`src/rtl/data_mem_responder.sv`:
```
// Data-memory responder: word-addressed RAM behind a req/ready handshake with a
// programmable number of wait states per transaction.
module data_mem_responder #(
  parameter int DEPTH       = 64,
  parameter int WAIT_STATES = 2
) (
  input  logic        clk,
  input  logic        reset,
  input  logic        req,
  input  logic        WE,
  input  logic [31:0] address_to_mem,
  input  logic [31:0] data_to_mem,
  output logic [31:0] data_from_mem,
  output logic        ready,
  output logic        err
);
  localparam int AW = $clog2(DEPTH);
  localparam logic [3:0] CNT_INIT = 4'(WAIT_STATES - 1);

  typedef enum logic [1:0] {IDLE, WAIT, RESPOND} state_t;

  state_t          state_reg, state_next;
  logic [3:0]      cnt_reg;
  logic            we_reg;
  logic [31:0]     addr_reg;
  logic [31:0]     data_reg;
  logic [31:0]     ram [DEPTH];

  logic            accept;
  logic            enter_respond;
  logic [31:0]     eff_addr;
  logic            eff_we;
  logic [AW-1:0]   eff_idx;
  logic [AW-1:0]   lat_idx;
  logic            lat_invalid;
  logic            eff_invalid;

  function automatic logic invalid_addr(input logic [31:0] a);
    return (a[1:0] != 2'b00) || (a[31:AW+2] != '0);
  endfunction

  // With zero wait states RESPOND is entered on the accepting edge, so the
  // load lookup must use the live inputs rather than the latched copies.
  assign eff_addr    = (state_reg == IDLE) ? address_to_mem : addr_reg;
  assign eff_we      = (state_reg == IDLE) ? WE : we_reg;
  assign eff_idx     = eff_addr[AW+1:2];
  assign eff_invalid = invalid_addr(eff_addr);
  assign lat_idx     = addr_reg[AW+1:2];
  assign lat_invalid = invalid_addr(addr_reg);
  assign accept      = (state_reg == IDLE) && req;

  always_comb begin
    state_next    = state_reg;
    enter_respond = 1'b0;
    ready         = 1'b0;
    err           = 1'b0;
    case (state_reg)
      IDLE: begin
        if (req) begin
          if (WAIT_STATES > 0) begin
            state_next = WAIT;
          end else begin
            state_next    = RESPOND;
            enter_respond = 1'b1;
          end
        end
      end
      WAIT: begin
        if (cnt_reg == 4'd0) begin
          state_next    = RESPOND;
          enter_respond = 1'b1;
        end
      end
      RESPOND: begin
        ready      = 1'b1;
        err        = lat_invalid;
        state_next = IDLE;
      end
      default: state_next = IDLE;
    endcase
  end

  always_ff @(posedge clk or posedge reset) begin
    if (reset) begin
      state_reg     <= IDLE;
      cnt_reg       <= 4'd0;
      we_reg        <= 1'b0;
      addr_reg      <= 32'd0;
      data_reg      <= 32'd0;
      data_from_mem <= 32'd0;
    end else begin
      state_reg <= state_next;
      if (accept) begin
        we_reg   <= WE;
        addr_reg <= address_to_mem;
        data_reg <= data_to_mem;
        cnt_reg  <= CNT_INIT;
      end else if (state_reg == WAIT) begin
        cnt_reg <= cnt_reg - 4'd1;
      end
      if (enter_respond && !eff_we) begin
        data_from_mem <= eff_invalid ? 32'd0 : ram[eff_idx];
      end
    end
  end

  // Store commits as RESPOND ends; an async reset drops state to IDLE first.
  always_ff @(posedge clk) begin
    if (state_reg == RESPOND && we_reg && !lat_invalid) begin
      ram[lat_idx] <= data_reg;
    end
  end

endmodule

```
`config.mk`:
```
export PLATFORM = sky130hd
export DESIGN_NAME = data_mem_responder
export DESIGN_NICKNAME = d
export VERILOG_FILES = /design/src/rtl/data_mem_responder.sv
export SDC_FILE = /design/constraint.sdc
export NUM_CORES = 2
export LEC_CHECK = 0
export ABC_AREA = 1
export CORE_MARGIN = 5
export CORE_UTILIZATION = 30
export DETAILED_ROUTE_END_ITERATION = 6
export HOLD_SLACK_MARGIN = 0.12
export PLACE_DENSITY = 0.43
export SETUP_SLACK_MARGIN = 0.1
export SLEW_MARGIN = 0
export SYNTH_ARGS = -nofsm -noshare
export SYNTH_HDL_FRONTEND = slang
export SYNTH_SLANG_ARGS = --single-unit
export TNS_END_PERCENT = 50
```
`constraint.sdc`:
```
create_clock -name clk -period 3.16 [get_ports clk]
set_clock_uncertainty 0.15 [all_clocks]
set_input_delay 0.316 -clock clk [delete_from_list [all_inputs] [get_ports clk]]
set_output_delay 0.316 -clock clk [all_outputs]
set_load 0.01 [all_outputs]
```
Word-level counts from Yosys, hierarchy flattened
Memories as Yosys holds them, arrays and structs flattened. Cells that the tools add are included.

Eq/ne operators: 4. Reduce and logical (&&, ||, !) cells: 16. Add/subtract/negate cells: 1. Muxes and demuxes: 14.

Operators by type and width (count): 32-bit 2-to-1 mux (2); 24-bit nonzero test (2); 4-bit 2-to-1 mux (2); 1-bit 2-to-1 mux (7); 2-bit nonzero test (3); 1-bit logical AND (4); 4-bit logical NOT (1); 2-bit 2-to-1 mux (2); 2-bit != test, second input constant (2); 2-bit case mux with 2 select lines (1); 4-bit by 1-bit subtractor with 4-bit output, second input constant (1); 2-bit by 1-bit == test with 1-bit output, second input constant (1); 2-bit == test, second input constant (1); 1-bit logical NOT (2); 2-bit logical NOT (1); 1-bit logical OR (2); 2-bit AND reduction (1).

Memories kept: 1. Register bits: 103. Logic and storage cells: 42. Memory bits (writable): 2048. Input bits: 68. Output and inout port bits: 34.

Memory list: ram (words 64, width 32, rd ports 1, clocked after memory_dff 0, wr ports 1, RTL line 27) `logic [31:0] ram [DEPTH];`.

Depth between registers and ports, before layout
Depth after elaboration: 6. Mapped depth: 16. Mapped depth without buffers: 14.

Least setup slack after synthesis
Ideal clock, no wire load.

Kind: reg2reg. Start point: register addr_reg[26]. End point: memory ram[11][0], enable pin. Clock period less this slack: 3.482 ns. Cell stages (with the launch flop): 8. Arrival time: 2.911 ns. Required time: 2.589 ns. Library setup time: 0.421 ns. Slack: -0.322 ns. Cells stage by stage: dfrtp_1 nor4_1 nand3_1 nor3_1 nand3_1 nor2_1 nand3_1 nor2_1.

Cells in the longest elaborated chain, start to end: 6.

Ends and longest elaborated chain: from (decl) (RTL line 25) `logic [31:0] addr_reg;`; from (signal assigned) (RTL line 95) `addr_reg <= address_to_mem;`; 24-bit nonzero test (RTL line 39) `return (a[1:0] != 2'b00) || (a[31:AW+2] != '0);`; 1-bit logical OR (RTL line 39); 1-bit logical NOT (RTL line 109) `if (state_reg == RESPOND && we_reg && !lat_invalid) begin`; 1-bit logical AND (RTL line 109); 1-bit 2-to-1 mux (RTL line 109); 1-bit 2-to-1 mux (implied by the code) (RTL line 110) `ram[lat_idx] <= data_reg;`; to (decl) (RTL line 27).

No other way between the ends.

Worst setup path in the final report
Start point: register addr_reg[27]. End point: memory ram[35][5], enable pin.

Same word-level chain as after synthesis.

==> flow_summary.ini <==
[route]
wl_per_cell_um = 25.8
drc = 0
wirelength_um = 305000
via_per_inst = 5.03
drtIter0Drc = 5934
vias = 59347
postRouteAntennaNets = 0
drt-pass1-iter-count = 6

[pwr]
pwr-share-seq_pct = 32.1
clockPowerShare_pct = 22.0
sw_frac_of_total_pct = 42.0
power_switching_w = 0.0499
peakVddDrop_mv = 0.668
p_comb_share_pct = 45.9
pwr_density_cell_nw_per_um2 = 1110
p_int_w = 0.0690
leakagePower_nw = 38.1

[yosys]
synth_cell_types = 26
ys_seq_area_share_pct = 74.3
syn_nets = 7261
synth_area_um2 = 86300
synth_commonest_cells = nand2_1, nand3_1, edfxtp_1, buf_2, inv_1
yosys_warnings = 0
synthCells = 7192
synth_flop_cell = edfxtp_1
ys_top_cells_by_area = edfxtp_1, nand3_1, nand2_1
yosysTopAreaCellShare_pct = 71.3
postSynthAreaPerCell_um2 = 12.0
synth_edf_count = 2048
ys_ff_latch = 2151
async_flop_share_pct = 4.79
yosysTopAreaCell = edfxtp_1
synth.most_common_cell = nand2_1

[setup_path]
timing.rr.start = addr_reg[27]
cp_cell_sequence = nor4_2 -> nand3_1 -> nor3_2 -> buf_4 -> nand3_2 -> nor2_2 -> nand3_1 -> buf_4 -> nor2_4 -> buf_12
worstPathMaxFanout = 22
cp_slowest_stage_delay_ps = 410
crit_arrival_ps = 3410
crit_path_top_delay_cell = dfrtp_1
cp-end-kind = register
r2r_end = ram[35][5]
criticalPathCategory = register to register
critPathTopFamily = simple AND/OR/NAND/NOR gates
crit_buf_inv = 3
r2r_cells = 10
cp.required_ps = 3570
start_kind = register
regToRegSetupSlack_ps = 160

[floorplanning]
core_um2 = 286000
io_pins = 102
initial_utilization_pct = 30.2
die_h_um = 546
fp.dieW_um = 546
die-area_um2 = 298000
row_count = 196

[global_route]
grt.total_usage_pct = 19.7
antenna_found_initial = 18
grt_pass1_wl_um = 431000
grt_max_degree = 66
first_global_vias = 57431
grt_overflow_total = 0

[layout]
largest_reg_flops = 2048
top_register = ram
final_layout_size_suffix_gt1_share_pct = 14.3
fin_nets = 7903
fillCellCount = 27411
postLayoutCoreUtil_pct = 37.4
finish.instance_area_um2 = 107000
syn_to_final_growth_pct = 24.0

[outcome]
outcome = finished clean

[sta]
tightest_slew_ps = 1050
finalSetupViolCount = 0
relSlewSlack_pct = 30.1
fin_crit_ps = 3000
max_clock_freq_mhz = 334
fin_crit_sh_pct = 94.8
setup_tns_ps = 0
maxSlewViolCount = 0
final_hold_viol_count = 0
rsz0062_at_grt = true

[cts]
clk_latency_ps = 910
cts_max_level = 4
clockRootBuffer = clkbuf_16
cts_made_buffers = 237
clk_pin_slew_ps = 60
cts.sinks = 2151
cts_buffer_depth = 4
cts_tree = yes

[place]
postPlaceCellArea_um2 = 98300
port_buffers = 101
place_congestion = 0.833
hpwl_um = 186000

[hold_path]
hold_class = input port to async pin

[flow_run]
max_cap_viol_count = 0
how the worst max path moves through the flow:
stage / from / slack, ps / cells after the start / to
2_1_floorplan: addr_reg[26] / -320 / 7 / ram[11][0]
3_3_place_gp: address_to_mem[2] / -110 / 15 / data_from_mem[26]
3_5_place_dp: address_to_mem[2] / -130 / 15 / data_from_mem[26]
4_1_cts: state_reg[0] / 40 / 15 / data_from_mem[5]
5_1_grt: addr_reg[26] / 70 / 11 / ram[42][9]
6_report: addr_reg[27] / 160 / 10 / ram[35][5]
tightest hold or removal path, delay by kind of cell:
kind | cells | cell delay (ps)
buf+inv | 3 | 1350
cells by family after synthesis:
| kind of cell | count (synthesis) | synth area share [%] |
|---|---|---|
| AO/OA/AOI/OAI | 28 | 0.187 |
| adder cells (fa/ha/maj) | 1 | 0.0145 |
| buffers and inverters | 589 | 3.21 |
| flip-flops | 2151 | 74.3 |
| AND/OR/NAND/NOR | 4423 | 22.3 |
cell type report:
type	count	area, µm²	share of cell area (%)
Timing Repair Buffer	867	10300	9.67
Multi-Input combinational cell	4452	20100	18.8
Tap cell	3762	4710	4.40
Antenna cell	10	25.0	0.0234
Clock inverter	101	754	0.706
Clock buffer	329	6390	5.97
Inverter	125	488	0.456
Sequential cell	2151	64100	60.0
routing by layer:
metal	vias to the layer above	part of all wire, %	track usage (%)
li1	26851	-	-
met1	30039	46	28.7
met2	2029	44	30.4
met3	426	6.1	2.49
met4	2	3.6	6.79
met5	-	0.0043	0
power by group through the flow:
stage / clock network [W] / logic (W) / registers, W
after floorplan: 0 / 0.0243 / 0.0382
after global placement: 0 / 0.0529 / 0.0388
after detailed placement: 0 / 0.0529 / 0.0389
after CTS: 0.0268 / 0.0534 / 0.0383
after global routing: 0.0279 / 0.0585 / 0.0383
final: 0.0261 / 0.0546 / 0.0382
cell usage in the layout, fill, tap and decap left out, drive strengths merged, types with 10 or more instances in the layout:
cell / synthesis / layout
nand2: 2267 / 2267
nand3: 2071 / 2071
edfxtp: 2048 / 2048
buf: 404 / 691
clkbuf: 60 / 337
inv: 125 / 128
dfrtp: 103 / 103
clkdlybuf4s50: 0 / 100
clkinv: 0 / 87
nor2: 76 / 76
dlygate4sd3: 0 / 64
o21ai: 27 / 27
diode: 0 / 10
metrics by stage:
stage	cells	worst slack, ps	hold slack [ps]	power [W]
6_report	11797	164	198	0.119
5_1_grt	11788	66.0	180	0.125
4_1_cts	11759	36.4	127	0.119
3_5_place_dp	11256	-126	316	0.0917
3_3_place_gp	11256	-113	314	0.0917
2_1_floorplan	7192	-322	276	0.0625
timing repair:
action	CTS	global route
gates resized for setup	12	46
endpoints found under the hold margin	166	0
gates cloned	3	8
buffers inserted	6	20
endpoints found under the setup margin	2039	58
hold buffers	64	0
pin swaps	5	3
Note: power is estimated with default switching activity, not from simulation.
